File: src/rtl/ltssm_pkg.sv
// Shared LTSSM definitions: state encodings (common with the TX LTSSM), ordered-set
// type codes, the PAD symbol and the consecutive-set counts needed to leave each state.
package ltssm_pkg;

  typedef enum logic [3:0] {
    ST_DETECT_QUIET   = 4'd0,
    ST_DETECT_ACTIVE  = 4'd1,
    ST_POLLING_ACTIVE = 4'd2,
    ST_POLLING_CONFIG = 4'd3,
    ST_CFG_LW_START   = 4'd4,
    ST_CFG_LW_ACCEPT  = 4'd5,
    ST_CFG_LN_WAIT    = 4'd6,
    ST_CFG_LN_ACTIVE  = 4'd7,
    ST_CFG_COMPLETE   = 4'd8,
    ST_CFG_IDLE       = 4'd9,
    ST_L0             = 4'd10,
    ST_IDLE           = 4'd15
  } ltssm_state_e;

  typedef enum logic [2:0] {
    OS_TS1  = 3'b000,
    OS_TS2  = 3'b001,
    OS_IDLE = 3'b100
  } os_type_e;

  localparam logic [7:0] PAD_SYM = 8'hF7;

  localparam int N_POLL_ACTIVE   = 8;
  localparam int N_POLL_CONFIG   = 8;
  localparam int N_CFG_LW_START  = 2;
  localparam int N_CFG_LW_ACCEPT = 2;
  localparam int N_CFG_LANE_NUM  = 2;
  localparam int N_CFG_COMPLETE  = 8;
  localparam int N_CFG_IDLE      = 8;

  // Polling and Configuration substates are the ones that train on received sets.
  function automatic logic is_training(ltssm_state_e s);
    return (s >= ST_POLLING_ACTIVE) && (s <= ST_CFG_IDLE);
  endfunction

endpackage

File: src/rtl/rx_ltssm_if.sv
// Bundle between the OS decoder / main LTSSM (master) and the receive LTSSM (slave).
interface rx_ltssm_if;
  logic [3:0] SetRXState;
  logic       OSValid;
  logic [2:0] OSType;
  logic [7:0] OSLinkNum;
  logic [7:0] OSLaneNum;
  logic [7:0] ReadLinkNum;
  logic       RXFinishFlag;
  logic [3:0] RXExitTo;
  logic [7:0] WriteLinkNum;
  logic       WriteLinkNumFlag;

  modport master (
    output SetRXState, OSValid, OSType, OSLinkNum, OSLaneNum, ReadLinkNum,
    input  RXFinishFlag, RXExitTo, WriteLinkNum, WriteLinkNumFlag
  );

  modport slave (
    input  SetRXState, OSValid, OSType, OSLinkNum, OSLaneNum, ReadLinkNum,
    output RXFinishFlag, RXExitTo, WriteLinkNum, WriteLinkNumFlag
  );
endinterface

File: src/rtl/rx_os_counter.sv
// Saturating consecutive-match counter. A mismatch that arrives together with inc
// restarts the run at 1 (the current set begins a new run).
module rx_os_counter #(
  parameter int CNT_W = 4
) (
  input  logic             Pclk,
  input  logic             Reset,
  input  logic             clear,
  input  logic             inc,
  input  logic             mismatch,
  output logic [CNT_W-1:0] cnt
);

  logic [CNT_W-1:0] cnt_q, cnt_d;

  always_comb begin
    cnt_d = cnt_q;
    if (clear) begin
      cnt_d = '0;
    end else if (mismatch) begin
      cnt_d = inc ? CNT_W'(1) : '0;
    end else if (inc && !(&cnt_q)) begin
      cnt_d = cnt_q + 1'b1;
    end
  end

  always_ff @(posedge Pclk) begin
    if (!Reset) cnt_q <= '0;
    else        cnt_q <= cnt_d;
  end

  assign cnt = cnt_q;

endmodule

File: src/rtl/rx_ltssm.sv
// Receive-side LTSSM: counts consecutive qualifying TS1/TS2/IDLE sets for the state
// commanded by the main LTSSM and pulses the exit. Option: LTSSM_RX_TIMEOUT_EN.
module rx_ltssm #(
  parameter int         DEVICETYPE     = 0,
  parameter logic [7:0] PAD_SYM        = ltssm_pkg::PAD_SYM,
  parameter int         TIMEOUT_CYCLES = 24000,
  parameter int         CNT_W          = 4
) (
  input  logic       Pclk,
  input  logic       Reset,
  rx_ltssm_if.slave  bus
);
  import ltssm_pkg::*;

  localparam bit UPSTREAM = (DEVICETYPE == 1);

  ltssm_state_e     state_q, state_d;
  logic             state_chg;
  logic             has_rule, match, restart, learn;
  logic [CNT_W-1:0] need_m1;
  ltssm_state_e     target;
  logic             os_eval, cnt_clear, cnt_inc, cnt_mismatch;
  logic [CNT_W-1:0] cnt;
  logic             hit, timeout_hit;
  logic [7:0]       prev_link_q, prev_link_d;
  logic             prev_vld_q, prev_vld_d;
  logic             finish_q, finish_d;
  ltssm_state_e     exit_to_q, exit_to_d;
  logic [7:0]       wlink_q, wlink_d;
  logic             wflag_q, wflag_d;

  assign state_d   = ltssm_state_e'(bus.SetRXState);
  assign state_chg = (bus.SetRXState != state_q);

  always_comb begin
    has_rule = 1'b0;
    match    = 1'b0;
    restart  = 1'b0;
    learn    = 1'b0;
    need_m1  = '0;
    target   = ST_DETECT_QUIET;
    unique case (state_q)
      ST_POLLING_ACTIVE: begin
        has_rule = 1'b1;
        match    = ((bus.OSType == OS_TS1) || (bus.OSType == OS_TS2)) &&
                   (bus.OSLinkNum == PAD_SYM) && (bus.OSLaneNum == PAD_SYM);
        need_m1  = CNT_W'(N_POLL_ACTIVE - 1);
        target   = ST_POLLING_CONFIG;
      end
      ST_POLLING_CONFIG: begin
        has_rule = 1'b1;
        match    = (bus.OSType == OS_TS2) &&
                   (bus.OSLinkNum == PAD_SYM) && (bus.OSLaneNum == PAD_SYM);
        need_m1  = CNT_W'(N_POLL_CONFIG - 1);
        target   = ST_CFG_LW_START;
      end
      ST_CFG_LW_START: begin
        has_rule = 1'b1;
        need_m1  = CNT_W'(N_CFG_LW_START - 1);
        target   = ST_CFG_LW_ACCEPT;
        if (UPSTREAM) begin
          // Upstream ports adopt whatever non-PAD link number the partner proposes,
          // but only once it has been stable across the whole run.
          match   = (bus.OSType == OS_TS1) && (bus.OSLinkNum != PAD_SYM);
          restart = match && prev_vld_q && (bus.OSLinkNum != prev_link_q);
          learn   = 1'b1;
        end else begin
          match   = (bus.OSType == OS_TS1) && (bus.OSLinkNum == bus.ReadLinkNum);
        end
      end
      ST_CFG_LW_ACCEPT: begin
        has_rule = 1'b1;
        match    = (bus.OSType == OS_TS1) && (bus.OSLinkNum == bus.ReadLinkNum) &&
                   (bus.OSLaneNum != PAD_SYM);
        need_m1  = CNT_W'(N_CFG_LW_ACCEPT - 1);
        target   = ST_CFG_LN_WAIT;
      end
      ST_CFG_LN_WAIT, ST_CFG_LN_ACTIVE: begin
        has_rule = 1'b1;
        match    = (bus.OSType == OS_TS2) && (bus.OSLinkNum == bus.ReadLinkNum);
        need_m1  = CNT_W'(N_CFG_LANE_NUM - 1);
        target   = ST_CFG_COMPLETE;
      end
      ST_CFG_COMPLETE: begin
        has_rule = 1'b1;
        match    = (bus.OSType == OS_TS2) && (bus.OSLinkNum == bus.ReadLinkNum);
        need_m1  = CNT_W'(N_CFG_COMPLETE - 1);
        target   = ST_CFG_IDLE;
      end
      ST_CFG_IDLE: begin
        has_rule = 1'b1;
        match    = (bus.OSType == OS_IDLE);
        need_m1  = CNT_W'(N_CFG_IDLE - 1);
        target   = ST_L0;
      end
      default: ;
    endcase
  end

  // A state change in the same cycle as OSValid wins: the set is dropped.
  assign os_eval      = bus.OSValid && !state_chg && has_rule;
  assign cnt_clear    = state_chg || !has_rule;
  assign cnt_inc      = os_eval && match;
  assign cnt_mismatch = os_eval && (!match || restart);
  assign hit          = cnt_inc && !restart && (cnt == need_m1);

  rx_os_counter #(.CNT_W(CNT_W)) u_cnt (
    .Pclk     (Pclk),
    .Reset    (Reset),
    .clear    (cnt_clear),
    .inc      (cnt_inc),
    .mismatch (cnt_mismatch),
    .cnt      (cnt)
  );

  always_comb begin
    prev_link_d = prev_link_q;
    prev_vld_d  = prev_vld_q;
    if (cnt_clear) begin
      prev_vld_d = 1'b0;
    end else if (os_eval && (bus.OSType == OS_TS1)) begin
      prev_link_d = bus.OSLinkNum;
      prev_vld_d  = 1'b1;
    end
  end

`ifdef LTSSM_RX_TIMEOUT_EN
  localparam int              TMR_W   = $clog2(TIMEOUT_CYCLES + 1);
  localparam logic [TMR_W-1:0] TMR_END = TMR_W'(TIMEOUT_CYCLES);

  logic [TMR_W-1:0] timer_q, timer_d;

  // Timer parks at TMR_END after firing so the timeout pulses only once per state.
  always_comb begin
    timer_d     = timer_q;
    timeout_hit = 1'b0;
    if (state_chg || !is_training(state_q) || cnt_inc) begin
      timer_d = '0;
    end else if (timer_q != TMR_END) begin
      timer_d     = timer_q + 1'b1;
      timeout_hit = (timer_d == TMR_END);
    end
  end

  always_ff @(posedge Pclk) begin
    if (!Reset) timer_q <= '0;
    else        timer_q <= timer_d;
  end
`else
  // No timer in this build; the comparison is constant-false for any legal setting.
  assign timeout_hit = (TIMEOUT_CYCLES < 0);
`endif

  always_comb begin
    finish_d  = hit || timeout_hit;
    exit_to_d = hit ? target : ST_DETECT_QUIET;
    wflag_d   = hit && learn;
    wlink_d   = wflag_d ? bus.OSLinkNum : wlink_q;
  end

  always_ff @(posedge Pclk) begin
    if (!Reset) begin
      state_q     <= ST_IDLE;
      prev_link_q <= '0;
      prev_vld_q  <= 1'b0;
      finish_q    <= 1'b0;
      exit_to_q   <= ST_DETECT_QUIET;
      wlink_q     <= '0;
      wflag_q     <= 1'b0;
    end else begin
      state_q     <= state_d;
      prev_link_q <= prev_link_d;
      prev_vld_q  <= prev_vld_d;
      finish_q    <= finish_d;
      exit_to_q   <= exit_to_d;
      wlink_q     <= wlink_d;
      wflag_q     <= wflag_d;
    end
  end

  assign bus.RXFinishFlag     = finish_q;
  assign bus.RXExitTo         = exit_to_q;
  assign bus.WriteLinkNum     = wlink_q;
  assign bus.WriteLinkNumFlag = wflag_q;

endmodule

File: src/flat_wrapper.sv
// flat-port wrapper written by rule: the top's interface ports become plain ports
module rx_ltssm_flat import ltssm_pkg::*;
#(
  parameter int         DEVICETYPE     = 0,
  parameter logic [7:0] PAD_SYM        = ltssm_pkg::PAD_SYM,
  parameter int         TIMEOUT_CYCLES = 24000,
  parameter int         CNT_W          = 4
)
  (Pclk, Reset, bus_SetRXState, bus_OSValid, bus_OSType, bus_OSLinkNum, bus_OSLaneNum, bus_ReadLinkNum, bus_RXFinishFlag, bus_RXExitTo, bus_WriteLinkNum, bus_WriteLinkNumFlag);
  rx_ltssm_if bus_i ();
  input  logic Pclk;
  input  logic Reset;
  input wire logic [$bits(bus_i.SetRXState)-1:0] bus_SetRXState;
  input wire logic [$bits(bus_i.OSValid)-1:0] bus_OSValid;
  input wire logic [$bits(bus_i.OSType)-1:0] bus_OSType;
  input wire logic [$bits(bus_i.OSLinkNum)-1:0] bus_OSLinkNum;
  input wire logic [$bits(bus_i.OSLaneNum)-1:0] bus_OSLaneNum;
  input wire logic [$bits(bus_i.ReadLinkNum)-1:0] bus_ReadLinkNum;
  output wire logic [$bits(bus_i.RXFinishFlag)-1:0] bus_RXFinishFlag;
  output wire logic [$bits(bus_i.RXExitTo)-1:0] bus_RXExitTo;
  output wire logic [$bits(bus_i.WriteLinkNum)-1:0] bus_WriteLinkNum;
  output wire logic [$bits(bus_i.WriteLinkNumFlag)-1:0] bus_WriteLinkNumFlag;
  assign bus_i.SetRXState = bus_SetRXState;
  assign bus_i.OSValid = bus_OSValid;
  assign bus_i.OSType = bus_OSType;
  assign bus_i.OSLinkNum = bus_OSLinkNum;
  assign bus_i.OSLaneNum = bus_OSLaneNum;
  assign bus_i.ReadLinkNum = bus_ReadLinkNum;
  assign bus_RXFinishFlag = bus_i.RXFinishFlag;
  assign bus_RXExitTo = bus_i.RXExitTo;
  assign bus_WriteLinkNum = bus_i.WriteLinkNum;
  assign bus_WriteLinkNumFlag = bus_i.WriteLinkNumFlag;
  rx_ltssm #(.DEVICETYPE(DEVICETYPE), .PAD_SYM(PAD_SYM), .TIMEOUT_CYCLES(TIMEOUT_CYCLES), .CNT_W(CNT_W)) u_core (.Pclk(Pclk), .Reset(Reset), .bus(bus_i));
endmodule
File: config.mk
export PLATFORM = sky130hd
export DESIGN_NAME = rx_ltssm_flat
export DESIGN_NICKNAME = d
export VERILOG_FILES = /design/src/rtl/ltssm_pkg.sv /design/src/rtl/rx_ltssm_if.sv /design/src/rtl/rx_os_counter.sv /design/src/rtl/rx_ltssm.sv /design/src/flat_wrapper.sv
export SDC_FILE = /design/constraint.sdc
export NUM_CORES = 1
export LEC_CHECK = 0
export CORE_UTILIZATION = 43
export DETAILED_ROUTE_END_ITERATION = 6
export PLACE_DENSITY_LB_ADDON = 0.12
export SLEW_MARGIN = 20
export SYNTH_ARGS = -nofsm -noshare
export SYNTH_HDL_FRONTEND = slang
export SYNTH_SLANG_ARGS = --single-unit
File: constraint.sdc
create_clock -name Pclk -period 3.1 [get_ports Pclk]
set_input_delay 0.62 -clock Pclk [delete_from_list [all_inputs] [get_ports Pclk]]
set_output_delay 0.62 -clock Pclk [all_outputs]
set_load 0.005 [all_outputs]
# [Word level (Yosys, flattened, before mapping)]
# Cells that the tools add are included.
[word_totals] reg_bits=13 latchBits=0 ram_bits=0 romBits=0 in_bits=34 output_inout_bits=14 word_cells=58 memories=0
[op_classes] add_sub_neg=1 multipliers=0 div=0 order_cmp=0 eq_ne=16 shift=0 muxes=7 n_bitwise=1 n_reduce_logical=29
[op_table] cell="4-bit one-hot mux with 7 select lines" n=1
[op_table] cell="4-bit by 3-bit == test with 1-bit output, second input constant" n=4
[op_table] cell="8-bit == test, second input constant" n=2
[op_table] cell="1-bit logical AND" n=13
[op_table] cell="4-bit by 2-bit == test with 1-bit output, second input constant" n=2
[op_table] cell="4-bit == test, second input constant" n=2
[op_table] cell="8-bit == test" n=1
[op_table] cell="4-bit 2-to-1 mux" n=2
[op_table] cell="8-bit != test, second input constant" n=1
[op_table] cell="4-bit OR reduction" n=2
[op_table] cell="8-bit OR reduction" n=1
[op_table] cell="1-bit one-hot mux with 6 select lines" n=1
[op_table] cell="3-bit one-hot mux with 2 select lines" n=1
[op_table] cell="4-bit by 1-bit adder with 4-bit output, second input constant" n=1
[op_table] cell="4-bit by 3-bit == test with 1-bit output" n=1
[op_table] cell="1-bit zero test" n=4
[op_table] cell="4-bit != test" n=1
[op_table] cell="4-bit AND reduction" n=1
[op_table] cell="2-bit OR reduction" n=2
[op_table] cell="3-bit by 1-bit == test with 1-bit output, second input constant" n=1
[op_table] cell="3-bit == test, second input constant" n=1
[op_table] cell="3-bit zero test" n=1
[op_table] cell="3-bit OR reduction" n=1
[op_table] cell="1-bit logical OR" n=2
[op_table] cell="other kinds (4)" n=5

# [Logic depth before layout (Yosys ltp)]
[logic_depth] depth_word=9 ltp_mapped=7 ltp_nobuf=6

# [Hierarchy]
# A second synthesis with hierarchy kept.
[hier_totals] hier_cells=122 area_unflattened_um2=1013.5
[modules_own_cells] mod="rx_ltssm" instances=1 cells_per_inst=96 area_per_inst_um2=797.0 seq_area_each_um2=180.2
[modules_own_cells] mod="rx_os_counter" instances=1 cells_per_inst=26 area_per_inst_um2=216.5 seq_area_each_um2=80.1

# [Least setup slack after synthesis]
# Ideal clock, no wire load.
[synth_timing] path_kind="input -> register" startpoint="in bus_SetRXState[3]" endpoint="reg u_core.u_cnt.cnt_q[3] (netlist: u_core.u_cnt.cnt[3])" setup_time_ps=115 arrival_ps=2019 t_required_ps=2985 setup_slack_ps=966 path_stages=6 path_buffers=0 path_cell_list="or3b_1 -> a211oi_2 -> o21ai_2 -> a2111oi_4 -> a21boi_1 -> o21ba_1"
[synth_via] elab_chain_cells=7 elab_cells_between_ends=11 cone_classes="1 x eq/ne; 1 x mux; 9 x reduce/logical"
[synth_rtl] item="start: declaration" line_no="flat_wrapper.sv:13" rtl="input wire logic [$bits(bus_i.SetRXState)-1:0] bus_SetRXState;"
[synth_rtl] item="4-bit != test *" line_no="rx_ltssm.sv:33" rtl="assign state_chg = (bus.SetRXState != state_q);"
[synth_rtl] item="1-bit zero test" line_no="rx_ltssm.sv:101" rtl="assign os_eval = bus.OSValid && !state_chg && has_rule;"
[synth_rtl] item="1-bit logical AND (2 in series)" line_no="rx_ltssm.sv:101"
[synth_rtl] item="1-bit logical AND" line_no="rx_ltssm.sv:103" rtl="assign cnt_inc = os_eval && match;"
[synth_rtl] item="1-bit logical AND" line_no="rx_os_counter.sv:22" rtl="end else if (inc && !(&cnt_q)) begin"
[synth_rtl] item="2-bit nonzero test (no line)"
[synth_rtl] item="end signal: assignment" line_no="rx_os_counter.sv:29" rtl="else cnt_q <= cnt_d;"
[synth_rtl] item="end: declaration" line_no="rx_os_counter.sv:14" rtl="logic [CNT_W-1:0] cnt_q, cnt_d;"
# Every way passes the cells marked *; elsewhere a longest branch is shown, timed or not.
# A chain may end at the register's enable or synchronous reset.

# [Worst setup path in the final report]
# Ends and elaborated chain as after synthesis.

==> metrics.md <==
| Metric | Value |
|---|---|
| Pint | `276 µW` |
| Initial Util | `45.4%` |
| Placed insts | `173` |
| Nets | `185` |
| Lkg Pwr | `0.489 nW` |
| Count of final setup violators | `0` |
| DRT Pass-1 Iters | `4` |
| H-tree depth | `1` |
| IO Pins | `48` |
| CTS Hold Bufs | `0` |
| Vias in the first global route | `880` |
| Post-Syn Area per Cell | `8.88 µm²` |
| Routed WL | `2120 µm` |
| Die Height | `50.1 µm` |
| DRT iter0 DRCs | `9` |
| Max Transition Viols Final | `0` |
| Max stage delay on crit path | `450 ps` |
| Max IR drop VDD | `0.251 mV` |
| Final ANT Viol Nets | `0` |
| Switching Fraction | `24.8%` |
| Share of post-route cells with drive strength above 1 | `6.71%` |
| Distinct cells, synth | `46` |
| Rows | `17` |
| Clk Latency, worst-skew pair | `270 ps` |
| Clock sinks | `13` |
| Power Density | `269 nW/µm²` |
| Total track usage | `18.8%` |
| Final core occ | `62.1%` |
| Clock skew | `3.40 ps` |
| Slowest CP cell | `clkdlybuf4s50_1` |
| Startpoint Class | `input port` |
| CP Cell Sequence | `clkdlybuf4s50_1 -> or3b_1 -> a211oi_2 -> o21ai_2 -> a2111oi_4 -> a21boi_1 -> o21ba_1` |
| Sequential share of power | `48.6%` |
| Hold Path Class | `flip-flop to flip-flop` |
| Post-route non-filler standard cell count | `177` |
| Main synth FF type | `dfxtp_1` |
| Mapped cell area | `995 µm²` |
| Root buffer cell | `clkbuf_4` |
| Max_cap viols | `0` |
| Pin count of the biggest net entering global routing | `15` |
| Post-Synthesis Cells | `112` |
| Routability cong. | `0.796` |
| Antenna fix cells | `0` |
| Outcome | `completed` |
| Top fanout value on the critical path | `4` |
| Final TNS setup | `0 ps` |
| CP Data Required Time | `3270 ps` |
| First-pass GRT wire length | `3580 µm` |
| Logic pwr share | `23.3%` |
| DRC Markers | `0` |
| Sequential cell area fraction in the yosys report | `26.2%` |
| Element type at the critical path end | `flip-flop` |
| Cell family with most CP delay | `compound AO/OA/AOI/OAI gates` |
| CTS tree | `yes` |
| Post_cts resized | `0` |
| Asr flop ratio synth | `0%` |
| Synth warnings | `0` |
| Port Buffer Count | `38` |
| Clk network pwr share | `28.1%` |
| Crit path DAT | `2560 ps` |
| Syn-to-layout area delta | `36.7%` |
| Clock buffer depth | `2` |
| DP HPWL | `1730 µm` |
| CTS Buf Count | `3` |
| Final period util | `77.0%` |
| Fin. Hold Viols | `0` |
| CTS clk-pin slew, worst paths | `70 ps` |
| Post-DR vias/cell | `5.07` |
| Die area | `2510 µm²` |
| Post-CTS setup buffer count | `0` |
| Core Region | `2190 µm²` |
| Switching Power | `90.7 µW` |
| Post-layout min period | `2390 ps` |
| Routed wire per std cell | `12.0 µm` |
| Bufs and invs on worst path | `1` |
| Grt ovf | `0` |
| Fmax | `419 MHz` |
| Antenna violations before repair | `0` |
| Via total after detailed routing | `898` |
| EDFF count, synth | `0` |
| CP Class | `input port to flip-flop` |
| Unrepaired setup endpoints after global routing | `false` |
| Register bit total from synthesis | `13` |
| Die width | `50.1 µm` |
-- tightest hold or removal path, cell delays in order (launching register included) --
cell	delay (ps)
dfxtp_1	360
mux2i_1	140
nor2_1	50
-- metrics by stage --
step	area, µm²	hold WS [ps]	setup slack [ps]	power (mW)
after CTS	1360	601	706	0.372
after floorplan	1020	514	966	0.226
after global placement	1330	575	449	0.265
after detailed placement	1330	586	410	0.267
after global routing	1360	658	559	0.386
final	1360	597	712	0.366
-- registers in the layout, indices dropped and copies added, names as in the netlist --
name / cells
u_core.state_q: 4
u_core.bus.RXExitTo: 4
u_core.bus.RXFinishFlag: 1
u_core.u_cnt.cnt: 4
-- power groups by stage --
stage / Clock [mW] / Sequential (mW) / Combinational, mW
3_5_place_dp: 0 / 0.182 / 0.0848
6_report: 0.103 / 0.178 / 0.0852
3_3_place_gp: 0 / 0.182 / 0.0836
2_1_floorplan: 0 / 0.175 / 0.0513
4_1_cts: 0.108 / 0.178 / 0.0855
5_1_grt: 0.114 / 0.179 / 0.0928
-- synthesized netlist by cell type (2+ instances only) --
cell type / n / area (µm²)
dfxtp_1: 13 / 260
xnor2_1: 11 / 96.3
nor2_1: 10 / 37.5
buf_4: 9 / 67.6
nand2b_1: 7 / 43.8
nor3_1: 5 / 25.0
nand4_1: 4 / 25.0
buf_6: 3 / 33.8
inv_1: 3 / 11.3
a21oi_1: 2 / 10.0
and3_1: 2 / 12.5
and3b_1: 2 / 17.5
nand2_1: 2 / 7.51
nand3b_1: 2 / 15.0
nand4b_1: 2 / 17.5
nor2b_1: 2 / 12.5
nor4_1: 2 / 12.5
o211ai_1: 2 / 15.0
xor2_1: 2 / 17.5
-- logic make-up after synthesis --
family,synth area share [%]
AND/OR/NAND/NOR,32.2
multiplexers,1.01
other,0.377
XOR/XNOR,11.4
adder cells (fa/ha/maj),1.26
buffers and inverters,11.8
flip-flops,26.2
AO/OA/AOI/OAI,15.7
-- cell type report --
| class | instances | area [µm²] |
|---|---|---|
| timing repair buffer | 38 | 380 |
| multi-input combinational | 91 | 647 |
| fill | 191 | 831 |
| clock buffer | 4 | 26.3 |
| inverter | 3 | 11.3 |
| tap | 28 | 35.0 |
| sequential | 13 | 260 |
-- cells in the final DEF, fill, tap and decap left out, types with 2 or more instances in the layout --
master / count
xor2_1: 2
nand2_1: 2
nand3b_1: 2
nor4_1: 2
clkdlybuf4s50_1: 38
xnor2_1: 11
nor2_1: 10
clkbuf_4: 3
o211ai_1: 2
nand4b_1: 2
nand2b_1: 7
nor3_1: 5
and3_1: 2
dfxtp_1: 13
a21oi_1: 2
conb_1: 9
inv_1: 3
nand4_1: 4
and3b_1: 2
nor2b_1: 2
-- path summary, 6_finish.rpt --
path	end	startpoint	slack (ps)	depth (start not counted)
worst max register to register	u_core.u_cnt.cnt[3]	u_core.state_q[2]	860	6
worst max-delay path	u_core.u_cnt.cnt[3]	bus_SetRXState[3]	710	7
worst min register to register	u_core.u_cnt.cnt[1]	u_core.u_cnt.cnt[1]	600	2
worst min-delay path	u_core.u_cnt.cnt[1]	u_core.u_cnt.cnt[1]	600	2
-- layer usage --
metal  GRT usage (%)  wire length (µm)
met1            19.0               851
met2            34.7              1120
met3            6.79               121
met5               0                 0
met4            6.67                29
No activity file was read; power rests on OpenSTA's default activity.
